File: config.mk
export PLATFORM = sky130hd
export DESIGN_NAME = tlul_protocol_monitor
export DESIGN_NICKNAME = d
export VERILOG_FILES = /design/src/rtl/tlul_protocol_monitor.sv
export SDC_FILE = /design/constraint.sdc
export NUM_CORES = 1
export LEC_CHECK = 0
export CORE_MARGIN = 8
export CORE_UTILIZATION = 45
export CTS_CLUSTER_DIAMETER = 200
export DETAILED_ROUTE_END_ITERATION = 16
export GPL_TIMING_DRIVEN = 0
export PLACE_DENSITY = 0.74
export SKIP_LAST_GASP = 1
export SYNTH_ARGS = -nofsm -noshare
export SYNTH_HDL_FRONTEND = slang
export SYNTH_SLANG_ARGS = --single-unit
File: constraint.sdc
create_clock -name clk_i -period 5.13 [get_ports clk_i]
set_input_delay 1.026 -clock clk_i [delete_from_list [all_inputs] [get_ports clk_i]]
set_output_delay 1.026 -clock clk_i [all_outputs]
set_load 0.005 [all_outputs]
File: src/rtl/tlul_protocol_monitor.sv
// Passive TL-UL link monitor: tracks in-flight requests by source ID and raises
// sticky protocol-violation flags, a registered interrupt and an outstanding count.
module tlul_protocol_monitor #(
    parameter int AW             = 32,
    parameter int DW             = 32,
    parameter int AIW            = 8,
    parameter int SZW            = 2,
    parameter int MaxOutstanding = 4,
    localparam int DBW  = DW / 8,
    localparam int CntW = $clog2(MaxOutstanding + 1)
) (
    input  logic            clk_i,
    input  logic            rst_i,
    input  logic            a_valid_i,
    input  logic            a_ready_i,
    input  logic [2:0]      a_opcode_i,
    input  logic [SZW-1:0]  a_size_i,
    input  logic [AIW-1:0]  a_source_i,
    input  logic [AW-1:0]   a_address_i,
    input  logic [DBW-1:0]  a_mask_i,
    input  logic            d_valid_i,
    input  logic            d_ready_i,
    input  logic [2:0]      d_opcode_i,
    input  logic [SZW-1:0]  d_size_i,
    input  logic [AIW-1:0]  d_source_i,
    input  logic            clr_i,
    output logic [7:0]      err_o,
    output logic            err_irq_o,
    output logic [CntW-1:0] outstanding_o
);
    localparam int OffW  = (DBW > 1) ? $clog2(DBW) : 1;
    localparam int IdxW  = (MaxOutstanding > 1) ? $clog2(MaxOutstanding) : 1;
    localparam int SzMax = $clog2(DBW);
    localparam logic [2:0] OpPutFull       = 3'd0;
    localparam logic [2:0] OpPutPartial    = 3'd1;
    localparam logic [2:0] OpGet           = 3'd4;
    localparam logic [2:0] OpAccessAck     = 3'd0;
    localparam logic [2:0] OpAccessAckData = 3'd1;

    logic [MaxOutstanding-1:0] valid_q, valid_d, get_q, get_d;
    logic [AIW-1:0]            src_q  [MaxOutstanding];
    logic [AIW-1:0]            src_d  [MaxOutstanding];
    logic [SZW-1:0]            size_q [MaxOutstanding];
    logic [SZW-1:0]            size_d [MaxOutstanding];
    logic [7:0]                err_q, err_d;
    logic                      irq_q, irq_d;
    logic [CntW-1:0]           cnt_q, cnt_d;
    logic                      a_stall_q, a_stall_d, d_stall_q, d_stall_d;
    logic [2:0]                a_op_q, a_op_d, d_op_q, d_op_d;
    logic [SZW-1:0]            a_size_q, a_size_d, d_size_q, d_size_d;
    logic [AIW-1:0]            a_src_q, a_src_d, d_src_q, d_src_d;
    logic [AW-1:0]             a_addr_q, a_addr_d;
    logic [DBW-1:0]            a_mask_q, a_mask_d;

    logic                      a_fire_s, d_fire_s, d_hit_s, d_rel_s;
    logic                      a_dup_s, a_full_s, a_alloc_s;
    logic [IdxW-1:0]           d_idx_s, free_idx_s;
    logic [MaxOutstanding-1:0] d_match_s, valid_rel_s, a_match_s, alloc_sel_s;
    logic [DBW-1:0]            lane_pat_s;
    logic                      a_op_legal_s, a_size_bad_s, a_misalign_s, a_mask_bad_s;
    logic                      a_chg_s, d_chg_s;
    logic [2:0]                exp_op_s;
    logic [7:0]                new_err_s;
    int                        off_s, bytes_s;

    // Request encoding legality: opcode, size, alignment and byte-lane mask.
    always_comb begin
        a_op_legal_s = (a_opcode_i == OpPutFull) || (a_opcode_i == OpPutPartial) ||
                       (a_opcode_i == OpGet);
        a_size_bad_s = int'(a_size_i) > SzMax;
        off_s        = int'(a_address_i[OffW-1:0]);
        bytes_s      = int'(32'd1 << a_size_i);
        a_misalign_s = (off_s & (bytes_s - 32'sd1)) != 32'sd0;
        lane_pat_s   = '0;
        for (int b = 0; b < DBW; b++) begin
            lane_pat_s[b] = (b >= off_s) && (b < (off_s + bytes_s));
        end
        case (a_opcode_i)
            OpPutFull, OpGet: a_mask_bad_s = (a_mask_i != lane_pat_s);
            OpPutPartial:     a_mask_bad_s = (a_mask_i == '0) || ((a_mask_i & ~lane_pat_s) != '0);
            default:          a_mask_bad_s = 1'b0;
        endcase
    end

    // Pending table: D lookup on the old table, A checks/allocation on the post-release table.
    always_comb begin
        a_fire_s    = a_valid_i & a_ready_i;
        d_fire_s    = d_valid_i & d_ready_i;
        d_match_s   = '0;
        valid_rel_s = '0;
        a_match_s   = '0;
        alloc_sel_s = '0;
        d_idx_s     = '0;
        free_idx_s  = '0;
        valid_d     = '0;
        get_d       = get_q;
        src_d       = src_q;
        size_d      = size_q;
        cnt_d       = '0;
        for (int i = MaxOutstanding - 1; i >= 0; i--) begin
            d_match_s[i] = valid_q[i] && (src_q[i] == d_source_i);
            d_idx_s      = d_match_s[i] ? IdxW'(i) : d_idx_s;
        end
        d_hit_s = |d_match_s;
        d_rel_s = d_fire_s & d_hit_s;
        for (int i = 0; i < MaxOutstanding; i++) begin
            valid_rel_s[i] = valid_q[i] & ~(d_rel_s && (d_idx_s == IdxW'(i)));
            a_match_s[i]   = valid_rel_s[i] && (src_q[i] == a_source_i);
        end
        a_dup_s  = |a_match_s;
        a_full_s = &valid_rel_s;
        for (int i = MaxOutstanding - 1; i >= 0; i--) begin
            free_idx_s = valid_rel_s[i] ? free_idx_s : IdxW'(i);
        end
        a_alloc_s = a_fire_s & ~a_dup_s & ~a_full_s;
        for (int i = 0; i < MaxOutstanding; i++) begin
            alloc_sel_s[i] = a_alloc_s && (free_idx_s == IdxW'(i));
            valid_d[i]     = valid_rel_s[i] | alloc_sel_s[i];
            get_d[i]       = alloc_sel_s[i] ? (a_opcode_i == OpGet) : get_q[i];
            src_d[i]       = alloc_sel_s[i] ? a_source_i : src_q[i];
            size_d[i]      = alloc_sel_s[i] ? a_size_i : size_q[i];
            cnt_d          = cnt_d + CntW'(valid_d[i]);
        end
    end

    // Error detection, sticky flag update and stall-tracker capture.
    always_comb begin
        exp_op_s = get_q[d_idx_s] ? OpAccessAckData : OpAccessAck;
        a_chg_s  = (a_opcode_i != a_op_q) || (a_size_i != a_size_q) ||
                   (a_source_i != a_src_q) || (a_address_i != a_addr_q) ||
                   (a_mask_i != a_mask_q);
        d_chg_s  = (d_opcode_i != d_op_q) || (d_size_i != d_size_q) ||
                   (d_source_i != d_src_q);
        new_err_s    = 8'h00;
        new_err_s[0] = a_fire_s & ~a_op_legal_s;
        new_err_s[1] = a_fire_s & (a_size_bad_s | a_misalign_s | a_mask_bad_s);
        new_err_s[2] = a_fire_s & a_dup_s;
        new_err_s[3] = a_fire_s & ~a_dup_s & a_full_s;
        new_err_s[4] = d_fire_s & ~d_hit_s;
        new_err_s[5] = d_rel_s & ((d_opcode_i != exp_op_s) || (d_size_i != size_q[d_idx_s]));
        new_err_s[6] = a_stall_q & (~a_valid_i | a_chg_s);
        new_err_s[7] = d_stall_q & (~d_valid_i | d_chg_s);
        err_d     = (clr_i ? 8'h00 : err_q) | new_err_s;
        irq_d     = |err_q;
        a_stall_d = a_valid_i & ~a_ready_i;
        d_stall_d = d_valid_i & ~d_ready_i;
        a_op_d    = a_opcode_i;
        a_size_d  = a_size_i;
        a_src_d   = a_source_i;
        a_addr_d  = a_address_i;
        a_mask_d  = a_mask_i;
        d_op_d    = d_opcode_i;
        d_size_d  = d_size_i;
        d_src_d   = d_source_i;
    end

    // State registers with synchronous reset.
    always_ff @(posedge clk_i) begin
        if (rst_i) begin
            valid_q   <= '0;
            get_q     <= '0;
            for (int i = 0; i < MaxOutstanding; i++) begin
                src_q[i]  <= '0;
                size_q[i] <= '0;
            end
            err_q     <= 8'h00;
            irq_q     <= 1'b0;
            cnt_q     <= '0;
            a_stall_q <= 1'b0;
            d_stall_q <= 1'b0;
            a_op_q    <= 3'd0;
            a_size_q  <= '0;
            a_src_q   <= '0;
            a_addr_q  <= '0;
            a_mask_q  <= '0;
            d_op_q    <= 3'd0;
            d_size_q  <= '0;
            d_src_q   <= '0;
        end else begin
            valid_q   <= valid_d;
            get_q     <= get_d;
            src_q     <= src_d;
            size_q    <= size_d;
            err_q     <= err_d;
            irq_q     <= irq_d;
            cnt_q     <= cnt_d;
            a_stall_q <= a_stall_d;
            d_stall_q <= d_stall_d;
            a_op_q    <= a_op_d;
            a_size_q  <= a_size_d;
            a_src_q   <= a_src_d;
            a_addr_q  <= a_addr_d;
            a_mask_q  <= a_mask_d;
            d_op_q    <= d_op_d;
            d_size_q  <= d_size_d;
            d_src_q   <= d_src_d;
        end
    end

    assign err_o         = err_q;
    assign err_irq_o     = irq_q;
    assign outstanding_o = cnt_q;
endmodule

==> impl_summary.log <==
[metrics] Antenna Diode Count: 0
[metrics] post-route ant nets: 0
[metrics] final setup vio count: 0
[metrics] # Post-CTS Setup Buffers: 0
[metrics] Fin Clk Skew: 9.25 ps
[metrics] total number of H-tree levels: 4
[metrics] Logic pwr share: between 10% and 20%
[metrics] fraction of layout cells with a size suffix above 1: 9.63%
[metrics] final slew viol count: 0
[metrics] insertion delay of the later-clocked pin in the worst-skew pair: 430 ps
[metrics] DR WL/cell: between 15 and 20 µm
[metrics] number of global-route vias before repair: approximately 5100
[metrics] post-layout instance area: 0.00753 mm²
[metrics] required time worst endpoint: 5420 ps
[metrics] first-pass detailed-route iteration total: 4
[metrics] routed wire length: 16.2 mm
[metrics] clk root buf: sky130_fd_sc_hd__clkbuf_16
[metrics] die span in y: between 100 and 150 µm
[metrics] row cnt: 42
[metrics] remaining max-slew budget at the tightest pin: approximately 53%
[metrics] Min-Delay Path Class: flip-flop to flip-flop
[metrics] violation count after the first detailed-route iteration: 393
[metrics] total clock buffers created by CTS: 17
[metrics] static power due to leakage: 3.13 nW
[metrics] portion of total power attributed to the clock network: 49.0%
[metrics] post-synthesis area per instance: around 9.6 µm²
[metrics] initial cell density of the core: between 40% and 50%
[metrics] worst setup path class: primary input to flip-flop
[metrics] most frequent standard cell in the layout excluding fill and tap cells: sky130_fd_sc_hd__dfxtp_1
[metrics] Post-Syn Nets: 712
[metrics] final worst slack: 1210 ps
[metrics] count of instances resized after the clock tree is built: 0
[metrics] final cell count without fillers: between 900 and 1000
[metrics] count of buffers inserted at the top-level ports: 63
[metrics] gate count after technology mapping: 632
[metrics] count of fill cells added during filler insertion: 1139
[metrics] GRT Residual Overflow: 0
[metrics] Worst-path clk slew: 60 ps
[metrics] placed wire-length estimate: 12.6 mm
[metrics] most frequent cells in the layout: sky130_fd_sc_hd__dfxtp_1, sky130_fd_sc_hd__xor2_1, sky130_fd_sc_hd__clkdlybuf4s50_1
[metrics] outcome: finished, final reports clean
[metrics] total negative slack for setup checks: 0 ps
[metrics] Synth Flop Type: sky130_fd_sc_hd__dfxtp_1
[metrics] synth-to-layout area growth: 24.2%
[metrics] pin count of the biggest net entering global routing: 17
[metrics] GPL Wtd Cong: slightly above 0.9
[metrics] DRC violation count after routing: 0
[metrics] slew at the pin closest to its max-slew limit: around 700 ps
[metrics] DP Cell Count: 871
[metrics] buffer depth of the longest clock path: 2
[metrics] Flop pwr share: 40.3%
[metrics] number of storage elements in the synthesis netlist: approximately 120
[metrics] number of synthesized flops with an enable pin: 0
[metrics] Pwr per Cell Area: between 300 and 400 mW/mm²
[metrics] floorplan core area: about 0.013 mm²
[metrics] detail-routed via count per cell: 5.28
[metrics] CP max FO: 9
[metrics] number of hold violations in the final report: 0
[metrics] Max Fclk: 0.255 GHz
[metrics] fraction of power spent switching nets: 24.2%
[metrics] vias after detailed routing: between 4000 and 5000
[metrics] final clock period utilization by the worst path: 76.4%
[metrics] total die area: about 0.017 mm²
[metrics] Reg area: 0.00248 mm²
[metrics] unrepaired setup endpoints after global routing: false
[metrics] endpoint class of the critical path: flip-flop
[metrics] die span in x: 132 µm
[metrics] Num Clock Sinks: 124
[metrics] total global routing track utilization: about a fifth
[metrics] antenna violations before repair: 0
[metrics] Net Switching: 0.616 mW
[metrics] yosys synthesis warning count: 0
[metrics] count of cell types in the netlist: roughly 60
[metrics] area of the multi-input gates: 0.00325 mm²
[metrics] arrival time of the worst setup path: 4210 ps
[metrics] final period demand of the worst path: 3920 ps
[metrics] delay of the slowest cell on the worst path: 600 ps
[metrics] Worst Setup Start Kind: primary input
[metrics] number of nets in the layout: about 790
[metrics] Post-Syn Area: 0.00606 mm²
[metrics] TritonCTS clock tree: done
[metrics] share of the yosys chip area belonging to registers: 40.9%
[metrics] number of hold-repair buffers added at the cts stage: 0
[metrics] first-pass GRT wire length: 26.0 mm
[metrics] reported max-cap violation count: 0
[metrics] number of I/O pins: 81
[metrics] cell-internal power: 1.92 mW
[metrics] setup slack after placement: just over 800 ps
[metrics] sequence of cells on the critical path: clkdlybuf4s50_1, nand2_1, a31oi_2, a41oi_4, nor4_4, inv_1, nand2_1, fa_1, ha_1, ha_1, nor2b_1
[metrics] Slowest-stage cell, CP: sky130_fd_sc_hd__nor4_4
[metrics] Placement Cell Area: 0.00691 mm²
[metrics] Async SR Flop Fraction: 0%
[metrics] Worst IR Drop VDD: 0.219 mV
-- power groups by stage --
stage | clock (mW) | sequential (mW) | combinational (mW)
floorplan | 0 | 1.04 | 0.166
global placement | 0 | 1.04 | 0.266
detailed placement | 0 | 1.04 | 0.272
CTS | 1.26 | 1.02 | 0.275
global route | 1.30 | 1.03 | 0.298
finish | 1.24 | 1.02 | 0.274
-- Yosys cell counts, types with 13 or more instances --
master / instances / share of area (%)
sky130_fd_sc_hd__nor2b_1: 50 / 5.2
sky130_fd_sc_hd__nand3_1: 21 / 1.7
sky130_fd_sc_hd__xor2_1: 67 / 9.7
sky130_fd_sc_hd__xnor2_1: 46 / 6.6
sky130_fd_sc_hd__inv_1: 32 / 2.0
sky130_fd_sc_hd__dfxtp_1: 124 / 41
sky130_fd_sc_hd__a21oi_1: 17 / 1.4
sky130_fd_sc_hd__o21ai_0: 13 / 1.1
sky130_fd_sc_hd__nand2_1: 58 / 3.6
sky130_fd_sc_hd__nor4_1: 14 / 1.4
sky130_fd_sc_hd__nor2_1: 20 / 1.2
sky130_fd_sc_hd__nand4_1: 14 / 1.4
sky130_fd_sc_hd__mux2i_1: 27 / 4.5
sky130_fd_sc_hd__clkbuf_1: 16 / 0.99
-- critical path, delay by kind of cell --
family                   cells  cell delay, ps
AND/OR/NAND/NOR              4            1020
adder cells (fa/ha/maj)      3             880
buffers and inverters        2             650
AO/OA/AOI/OAI                2             630
-- path summary, 6_finish.rpt --
kind	start	to	slack [ps]	cells past startpoint
worst max-delay path	d_valid_i	outstanding_o[1]$_SDFF_PP0_	1210	11
worst min register to register	size_q[5]$_SDFFE_PP0P_	size_q[5]$_SDFFE_PP0P_	470	2
worst min-delay path	size_q[5]$_SDFFE_PP0P_	size_q[5]$_SDFFE_PP0P_	470	2
worst max register to register	src_q[18]$_SDFFE_PP0P_	outstanding_o[1]$_SDFF_PP0_	1730	12
-- per-layer routing --
metal,share of wire [%],up-vias,wire (µm),GRT usage [%]
li1,-,2301,-,-
met1,42,2269,6870,21.3
met2,49,164,7880,32.0
met3,6.7,38,1090,6.55
met4,2.4,0,386,7.08
met5,0,-,0,0
-- registers in the layout, indices dropped and copies added (netlist names) --
register / flops
a_addr_q: 32
a_mask_q: 4
a_op_q: 3
a_size_q: 2
a_src_q: 8
a_stall_q: 1
d_op_q: 3
d_size_q: 2
d_src_q: 8
d_stall_q: 1
err_irq_o: 1
err_o: 8
get_q: 4
outstanding_o: 3
size_q: 8
src_q: 32
valid_q: 4
-- logic make-up after synthesis --
group	count (synthesis)	share of synthesized area, %
adder cells (fa/ha/maj)	11	2.52
multiplexers	27	4.46
XOR/XNOR	116	17.1
flip-flops	124	40.9
AO/OA/AOI/OAI	71	8.61
buffers and inverters	68	5.43
AND/OR/NAND/NOR	215	20.9
-- area by class of cell --
type	instances	area share [%]
multi-input combinational	440	43.2
sequential	124	33.0
timing repair buffer	63	8.37
clock buffer	20	6.06
tap	176	2.92
buffer	35	2.72
clock inverter	12	2.16
inverter	33	1.64
-- through the flow --
| stage | util, % | hold slack (ps) | total power [mW] |
|---|---|---|---|
| after global routing | 57.1 | 489 | 2.62 |
| after CTS | 57.1 | 473 | 2.55 |
| after detailed placement | 52.4 | 460 | 1.31 |
| after floorplan | - | 424 | 1.20 |
| after global placement | 52.4 | 449 | 1.31 |
| final | 57.1 | 471 | 2.54 |
Power figures use the tool's default switching activity.
